### config.mk
export PLATFORM = sky130hd
export DESIGN_NAME = stage_ex_muldiv
export DESIGN_NICKNAME = d
export VERILOG_FILES = /design/src/rtl/stage_ex_muldiv.sv
export SDC_FILE = /design/constraint.sdc
export NUM_CORES = 2
export LEC_CHECK = 0
export ABC_AREA = 0
export CAP_MARGIN = 0
export CORE_MARGIN = 8
export CORE_UTILIZATION = 25
export DETAILED_ROUTE_END_ITERATION = 10
export PLACE_DENSITY = 0.46
export SLEW_MARGIN = 20
export SYNTH_ARGS = -nofsm -noshare
export SYNTH_HDL_FRONTEND = slang
export SYNTH_SLANG_ARGS = --single-unit
### constraint.sdc
create_clock -name clk -period 23.2 [get_ports clk]
set_clock_uncertainty 0.2 [all_clocks]
set_input_delay 4.64 -clock clk [delete_from_list [all_inputs] [get_ports clk]]
set_output_delay 4.64 -clock clk [all_outputs]
set_load 0.05 [all_outputs]
### src/rtl/stage_ex_muldiv.sv
// RV-M multiply/divide unit for the EX stage: fixed-latency multiplier, radix-2 restoring divider.
// Define MULDIV_DIV_EN to build the divider; without it DIV-class ops complete as illegal.
module stage_ex_muldiv #(
    parameter int XLEN    = 32,
    parameter int MUL_LAT = 2
) (
    input  logic            clk,
    input  logic            rst,
    input  logic            ex_valid,
    input  logic [3:0]      ex_fb_sel,
    input  logic [2:0]      ex_func3_code,
    input  logic [XLEN-1:0] op_A,
    input  logic [XLEN-1:0] op_B,
    input  logic            ex_flush,
    output logic            md_busy,
    output logic            md_done,
    output logic [XLEN-1:0] md_result,
    output logic            md_illegal
);

    localparam int            CW       = $clog2(XLEN) + 1;
    localparam logic [CW-1:0] MUL_LAST = CW'(MUL_LAT - 1);
    localparam logic [3:0]    FB_MUL   = 4'd3;
    localparam logic [3:0]    FB_DIV   = 4'd4;

    typedef enum logic [1:0] {IDLE, MUL, DIV, DONE} state_t;

    state_t          state_q, state_d;
    logic [CW-1:0]   cnt_q, cnt_d;
    logic            accept;
    logic            load_res;
    logic [XLEN-1:0] res_nxt;
    logic            ill_nxt;
    logic            lat_op;
    logic [XLEN-1:0] a_p0, b_p0;
    logic [2:0]      func_p0;
    logic [XLEN-1:0] res_pend, res_hold;
    logic            ill_pend;

    // Full 2*XLEN product; extending both operands to 2*XLEN makes the truncated product exact.
    function automatic logic [XLEN-1:0] mul_result(input logic [XLEN-1:0] a,
                                                   input logic [XLEN-1:0] b,
                                                   input logic [2:0]      f);
        logic signed [2*XLEN-1:0] ea, eb, prod;
        logic                     a_sgn, b_sgn;
        a_sgn = (f == 3'b001) || (f == 3'b010);
        b_sgn = (f == 3'b001);
        ea    = a_sgn ? {{XLEN{a[XLEN-1]}}, a} : {{XLEN{1'b0}}, a};
        eb    = b_sgn ? {{XLEN{b[XLEN-1]}}, b} : {{XLEN{1'b0}}, b};
        prod  = ea * eb;
        return (f == 3'b000) ? prod[XLEN-1:0] : prod[2*XLEN-1:XLEN];
    endfunction

    assign accept = (state_q == IDLE) && ex_valid && !ex_flush &&
                    ((ex_fb_sel == FB_MUL) || (ex_fb_sel == FB_DIV));

`ifdef MULDIV_DIV_EN
    logic [XLEN-1:0] quo_q, rem_q, dvs_q;
    logic            neg_q_q, neg_r_q, is_rem_q;
    logic            div_init;
    logic            div_sgn;
    logic            div_by_zero, div_ovf;
    logic [XLEN:0]   r_sh;
    logic            borrow;
    logic [XLEN-1:0] rem_nxt, quo_nxt;

    function automatic logic [XLEN-1:0] abs_val(input logic [XLEN-1:0] v, input logic sgn);
        return (sgn && v[XLEN-1]) ? (~v + 1'b1) : v;
    endfunction

    function automatic logic [XLEN-1:0] sign_fix(input logic [XLEN-1:0] v, input logic neg);
        return neg ? (~v + 1'b1) : v;
    endfunction

    assign div_sgn     = ~ex_func3_code[0];
    assign div_by_zero = (op_B == '0);
    assign div_ovf     = div_sgn && (op_A == {1'b1, {(XLEN-1){1'b0}}}) && (op_B == '1);

    // One restoring step: dividend bits enter the partial remainder MSB first, quotient bits enter at the LSB.
    always_comb begin
        r_sh    = {rem_q, quo_q[XLEN-1]};
        borrow  = (r_sh < {1'b0, dvs_q});
        rem_nxt = borrow ? r_sh[XLEN-1:0] : (r_sh[XLEN-1:0] - dvs_q);
        quo_nxt = {quo_q[XLEN-2:0], ~borrow};
    end

    always_ff @(posedge clk) begin
        if (div_init) begin
            quo_q    <= abs_val(op_A, div_sgn);
            rem_q    <= '0;
            dvs_q    <= abs_val(op_B, div_sgn);
            neg_q_q  <= div_sgn & (op_A[XLEN-1] ^ op_B[XLEN-1]);
            neg_r_q  <= div_sgn & op_A[XLEN-1];
            is_rem_q <= ex_func3_code[1];
        end else if (state_q == DIV) begin
            quo_q <= quo_nxt;
            rem_q <= rem_nxt;
        end
    end
`endif

    always_comb begin
        state_d  = state_q;
        cnt_d    = cnt_q;
        load_res = 1'b0;
        res_nxt  = '0;
        ill_nxt  = 1'b0;
        lat_op   = 1'b0;
`ifdef MULDIV_DIV_EN
        div_init = 1'b0;
`endif
        case (state_q)
            IDLE: begin
                if (accept) begin
                    if (ex_fb_sel == FB_MUL) begin
                        lat_op = 1'b1;
                        if (MUL_LAT == 1) begin
                            state_d  = DONE;
                            load_res = 1'b1;
                            res_nxt  = mul_result(op_A, op_B, ex_func3_code);
                        end else begin
                            state_d = MUL;
                            cnt_d   = CW'(1);
                        end
                    end else begin
`ifdef MULDIV_DIV_EN
                        if (div_by_zero) begin
                            state_d  = DONE;
                            load_res = 1'b1;
                            res_nxt  = ex_func3_code[1] ? op_A : '1;
                        end else if (div_ovf) begin
                            state_d  = DONE;
                            load_res = 1'b1;
                            res_nxt  = ex_func3_code[1] ? '0 : op_A;
                        end else begin
                            state_d  = DIV;
                            cnt_d    = '0;
                            div_init = 1'b1;
                        end
`else
                        state_d  = DONE;
                        load_res = 1'b1;
                        ill_nxt  = 1'b1;
`endif
                    end
                end
            end
            MUL: begin
                if (ex_flush) begin
                    state_d = IDLE;
                    cnt_d   = '0;
                end else if (cnt_q == MUL_LAST) begin
                    state_d  = DONE;
                    cnt_d    = '0;
                    load_res = 1'b1;
                    res_nxt  = mul_result(a_p0, b_p0, func_p0);
                end else begin
                    cnt_d = cnt_q + 1'b1;
                end
            end
            DIV: begin
`ifdef MULDIV_DIV_EN
                if (ex_flush) begin
                    state_d = IDLE;
                    cnt_d   = '0;
                end else if (cnt_q == CW'(XLEN - 1)) begin
                    // Last iteration folds the sign fix into the result load.
                    state_d  = DONE;
                    cnt_d    = '0;
                    load_res = 1'b1;
                    res_nxt  = is_rem_q ? sign_fix(rem_nxt, neg_r_q) : sign_fix(quo_nxt, neg_q_q);
                end else begin
                    cnt_d = cnt_q + 1'b1;
                end
`else
                state_d = IDLE;
                cnt_d   = '0;
`endif
            end
            DONE: begin
                state_d = IDLE;
                cnt_d   = '0;
            end
            default: begin
                state_d = IDLE;
                cnt_d   = '0;
            end
        endcase
    end

    always_ff @(posedge clk) begin
        if (rst) begin
            state_q  <= IDLE;
            cnt_q    <= '0;
            res_pend <= '0;
            ill_pend <= 1'b0;
            res_hold <= '0;
        end else begin
            state_q <= state_d;
            cnt_q   <= cnt_d;
            if (load_res) begin
                res_pend <= res_nxt;
                ill_pend <= ill_nxt;
            end
            // A flushed DONE never publishes its result, so the held value survives.
            if ((state_q == DONE) && !ex_flush) begin
                res_hold <= res_pend;
            end
        end
    end

    // Operand latch on accept
    always_ff @(posedge clk) begin
        if (lat_op) begin
            a_p0    <= op_A;
            b_p0    <= op_B;
            func_p0 <= ex_func3_code;
        end
    end

    assign md_done    = (state_q == DONE) && !ex_flush;
    assign md_busy    = accept || (state_q == MUL) || (state_q == DIV);
    assign md_result  = md_done ? res_pend : res_hold;
    assign md_illegal = md_done && ill_pend;

endmodule

=== Word level (Yosys, flattened, before mapping) ===
Cells that the tools add are included.

* Bits in registers: 140
* Input port bits: 75
* Logic and storage cells: 62

* $add $sub $neg: 1
* $mul: 1
* Equal/unequal tests: 11
* Muxes and demuxes: 26
* Reductions and logical operators: 15

{| class="wikitable"
|+ Operator list
! cell !! number
|-
| $mux 32 || 5
|-
| $mux 64 || 2
|-
| $mul 64x64->64 || 1
|-
| $mux 6 || 4
|-
| $pmux 6 s3 || 1
|-
| $mux 1 || 8
|-
| $mux 2 || 4
|-
| $add 6x1->6 const B || 1
|-
| $eq 6x1->1 const B || 1
|-
| $pmux 2 s3 || 1
|-
| $logic_and 1x1->1 || 5
|-
| $eq 2x2->1 const B || 2
|-
| $eq 4x2->1 const B || 1
|-
| $eq 4x3->1 const B || 1
|-
| $logic_or 1x1->1 || 4
|-
| $reduce_and 2->1 || 2
|-
| $eq 3x1->1 const B || 1
|-
| $eq 3x2->1 const B || 1
|-
| $logic_not 3->1 || 1
|-
| $ne 3x3->1 const B || 1
|-
| $eq 2x1->1 const B || 1
|-
| $logic_not 2->1 || 1
|-
| $ne 2x1->1 const B || 1
|-
| $ne 2x2->1 const B || 1
|-
| 3 further kinds || 3
|}

=== Logic depth before layout (Yosys ltp) ===
* Depth after elaboration: 8
* Gate-level depth with buffers: 36
* Mapped depth without buffers: 35

=== Worst setup path after synthesis ===
No wires, ideal clock.

* Path type: in2out
* From: in ex_flush
* To: out md_busy
* Arrival time: 6020 ps
* Slack: 12340 ps
* Stages: 5
* Path buffers: 0
* Cells stage by stage: nor4_1 nand2_1 a21oi_1 nor3_1 a21oi_1

* Longest elaborated chain between the ends: 5

{| class="wikitable"
|+ RTL lines
! what !! line !! RTL
|-
| start, declared || 14 || <nowiki>input logic ex_flush,</nowiki>
|-
| $logic_not 1->1 || 54 || <nowiki>assign accept = (state_q == IDLE) && ex_valid && !ex_flush &&</nowiki>
|-
| $logic_and 1x1->1 (2 in series) || 54 ||
|-
| $logic_or 1x1->1 (2 in series) || 222 || <nowiki>assign md_busy = accept || (state_q == MUL) || (state_q == DIV);</nowiki>
|-
| end, declared || 15 || <nowiki>output logic md_busy,</nowiki>
|}

Every way passes these cells.

=== Worst setup path in the final report ===
* From: in ex_flush
* To: out md_result[16]

* Longest elaborated chain between the ends: 3

{| class="wikitable"
|+ RTL lines
! what !! line !! RTL
|-
| $logic_not 1->1 || 221 || <nowiki>assign md_done = (state_q == DONE) && !ex_flush;</nowiki>
|-
| $logic_and 1x1->1 || 221 ||
|-
| $mux 32 || - ||
|-
| end, declared || 17 || <nowiki>output logic [XLEN-1:0] md_result,</nowiki>
|}

Every way passes these cells.

==> impl_results.md <==
- Status: finished clean
- Synth area leader: fa_1
- Post-synth EDFFs: 67
- Logic pwr share: 0.872
- Slew Limit Fails: 0
- Fmax: 0.0833 GHz
- Post-Syn Area per Cell: just under 10 um^2
- GRT Overall Usage: 0.151
- Tmin final: 12.01 ns
- Min Hold Slack: 0.283 ns
- DRC viols: 0
- First DRT Iteration DRCs: 1,935
- Die Y: between 400 and 500 um
- Final period utilization: 0.518
- Max Root-Sink Buffers: 2
- Final hold vios: 0
- Asr flop ratio synth: 0
- Share of layout cells above drive strength 1: 0.0334
- # H-tree levels: 4
- Initial core utilization: 0.251
- Worst Max-Slew Pin Slew: about 1.1 ns
- Final #Nets: 7,288
- WL/cell: 20.4 um
- Crit path cell chain: clkdlybuf4s50_1, nor2b_1, nand2_2, mux2_2, clkdlybuf4s50_1
- Final setup fails: 0
- Antenna violations before repair: 25
- Max Cap Viol: 0
- Total CTS buffers: 17
- Largest net degree at the start of global routing: 69
- Seq/Total Area, Yosys: 0.0655
- Clk sinks: 140
- Pint: between 1.5 and 2 mW
- Root Buffer: clkbuf_16
- Pwr dens: 79.2 mW/mm^2
- Sw frac: 0.590
- Top Ports: 110
- First-pass DRT Iterations: 5
- Worst Hold Endpoint: res_pend[13]
- Post-layout util: 0.274
- Slew HR: 0.255
- Yosys reg bits: 140
- Hold_sp: res_pend[13]
- Commonest cells after routing, fill and taps aside: inv_1 (1,500), fa_1 (1,421), nand2_1 (679)
- First-pass GRT wire length: approximately 260,000 um
- Crit-path max cell delay: ~0.82 ns
- Area growth syn-to-layout: 9.28%
- Startpoint types: input pin
- Top-area cell type share of the netlist area: 0.537
- Distinct cell type count after synthesis: 77
- Setup_tns: 0 ns
- HP Class: flip-flop to flip-flop
- Worst setup EP type: output pin
- Number of global-route vias before repair: approximately 41,000
- CTS resizes: 0
- Via/cell ratio: ~4.3
- Later-pin clock latency in the skew report: between 0.5 and 0.6 ns
- Die area: approximately 0.23 mm^2
- WP buf/inv: 2
- Syn Nets: around 7,300
- RSZ-0062 raised after global routing: false
- Num rows: 169
- Top cell by count, worst path: clkdlybuf4s50_1
- Ys flop type: dfxtp_1
- Clk pwr share: 0.071
- FF-to-FF End: res_pend[29]
- Setup bufs post-CTS: 0
- Chip Width: around 480 um
- Gate Count Post-Synth: 5,485
- Synthesized cell area: around 0.053 mm^2
- Psw: about 2.7 mW
- Routed Antenna Nets: 0
- CP required: between 15 and 20 ns
- R2r startpoint: a_p0[31]
- Crit Path Category: input pin to output pin
- Leakage: between 20 and 30 nW
- # hold bufs at CTS: 0
- Core ar.: roughly 0.21 mm^2
- Grt total ovfl: 0
- Most common cell after layout, fill and taps aside: inv_1
- Critical-path top delay cell: clkdlybuf4s50_1
- Final HPWL DP: 140,000 um
- Crit Path Max Fanout: 33
- Overall routed net length: roughly 170,000 um
- Crit-path leading delay family: buffers and inverters
- DR vias: about 36,000
- Worst-path clk slew: 0.08 ns
- Port Buffer Count: roughly 110
- Reg power frac: 0.057
- Critical Path AT: 7.17 ns
- CTS tree: yes
- Worst Reg2Reg Path Length in Cells: 27
- Yosys warns: 0
- Hold path depth: 2
- Reg2Reg Setup Slack: about 13 ns
- Largest cells by area after synthesis: fa_1 (54%), inv_1 (11%), ha_1 (8.3%)
- Worst vdd ir: around 170 uV
- RePlAce Congestion: between 0.8 and 0.9
tightest hold or removal path, stage by stage (launching register included):
cell and delay, ns:
dfxtp_1 0.32, nand3_1 0.06, a21oi_1 0.06
cell families after synthesis:
kind of cell | after synthesis | share of synthesized area
multiplexers | 33 | 0.00699
adder cells (fa/ha/maj) | 1772 | 0.619
AO/OA/AOI/OAI | 281 | 0.0367
buffers and inverters | 1753 | 0.124
flip-flops | 140 | 0.0655
XOR/XNOR | 121 | 0.0200
AND/OR/NAND/NOR | 1385 | 0.127
routing by layer:
metal,vias to the layer above,share of wire,GRT usage
met5,-,0.00070,0
met4,18,0.036,0.0494
met3,244,0.056,0.0239
met2,934,0.45,0.241
met1,18900,0.46,0.210
li1,15600,-,-
final cells by class:
class | count | area (um^2)
flip-flops and latches | 140 | 3470
diodes | 5 | 12.5
well taps | 2821 | 3530
clock buffers | 18 | 429
fillers | 22600 | 154000
multi-input cells | 3592 | 43000
clock inverters | 14 | 179
repair buffers | 191 | 1710
inverters | 1500 | 5630
through the flow:
stage	cells	area [um^2]	power, mW	setup slack [ns]
final	8281	57900	4.59	11.19
after global routing	8277	57900	5.06	11.05
after CTS	8275	57900	4.66	11.21
after detailed placement	8243	57300	4.29	11.23
after global placement	8243	57300	4.29	10.96
after floorplan	5485	53000	3.04	12.34
worst max-delay path by stage:
stage                  start       endpoint  slack [ns]  cells after the start
global route        ex_flush  md_result[26]       11.05                      5
CTS                 ex_flush  md_result[13]       11.21                      5
global placement    ex_flush  md_result[20]       10.96                      5
floorplan           ex_flush        md_busy       12.34                      5
detailed placement  ex_flush  md_result[13]       11.23                      5
finish              ex_flush  md_result[16]       11.19                      5
cell usage after synthesis (all sizes together), types with 2 or more instances:
cell / number
a2111oi: 3
a211o: 2
a211oi: 9
a21boi: 2
a21o: 28
a21oi: 82
a222oi: 3
a22oi: 20
a311oi: 4
a31o: 3
a31oi: 6
a41oi: 2
and2: 486
and3: 10
buf: 13
clkbuf: 240
dfxtp: 73
edfxtp: 67
fa: 1421
ha: 350
inv: 1500
mux2: 32
nand2: 683
nand2b: 8
nand3: 24
nand3b: 6
nand4: 14
nor2: 85
nor2b: 38
nor3: 16
nor3b: 2
nor4: 2
o2111ai: 2
o211ai: 8
o21a: 7
o21ai: 52
o21bai: 15
o22ai: 10
o31ai: 8
o41ai: 4
or2: 4
or3: 4
or4: 2
xnor2: 84
xor2: 37
sequential cells by signal, summed over array words and instances (netlist names):
| register | cells |
|---|---|
| a_p0 | 32 |
| b_p0 | 32 |
| cnt_q | 6 |
| func_p0 | 3 |
| ill_pend | 1 |
| res_hold | 32 |
| res_pend | 32 |
| state_q | 2 |
power groups by stage:
stage | Combinational [mW] | Clock, mW | Sequential, mW
after global placement | 4.02 | 0 | 0.266
after floorplan | 2.77 | 0 | 0.266
after global routing | 4.45 | 0.349 | 0.260
after detailed placement | 4.03 | 0 | 0.266
final | 4.00 | 0.327 | 0.260
after CTS | 4.05 | 0.346 | 0.260
(Power assumes the default switching activity.)
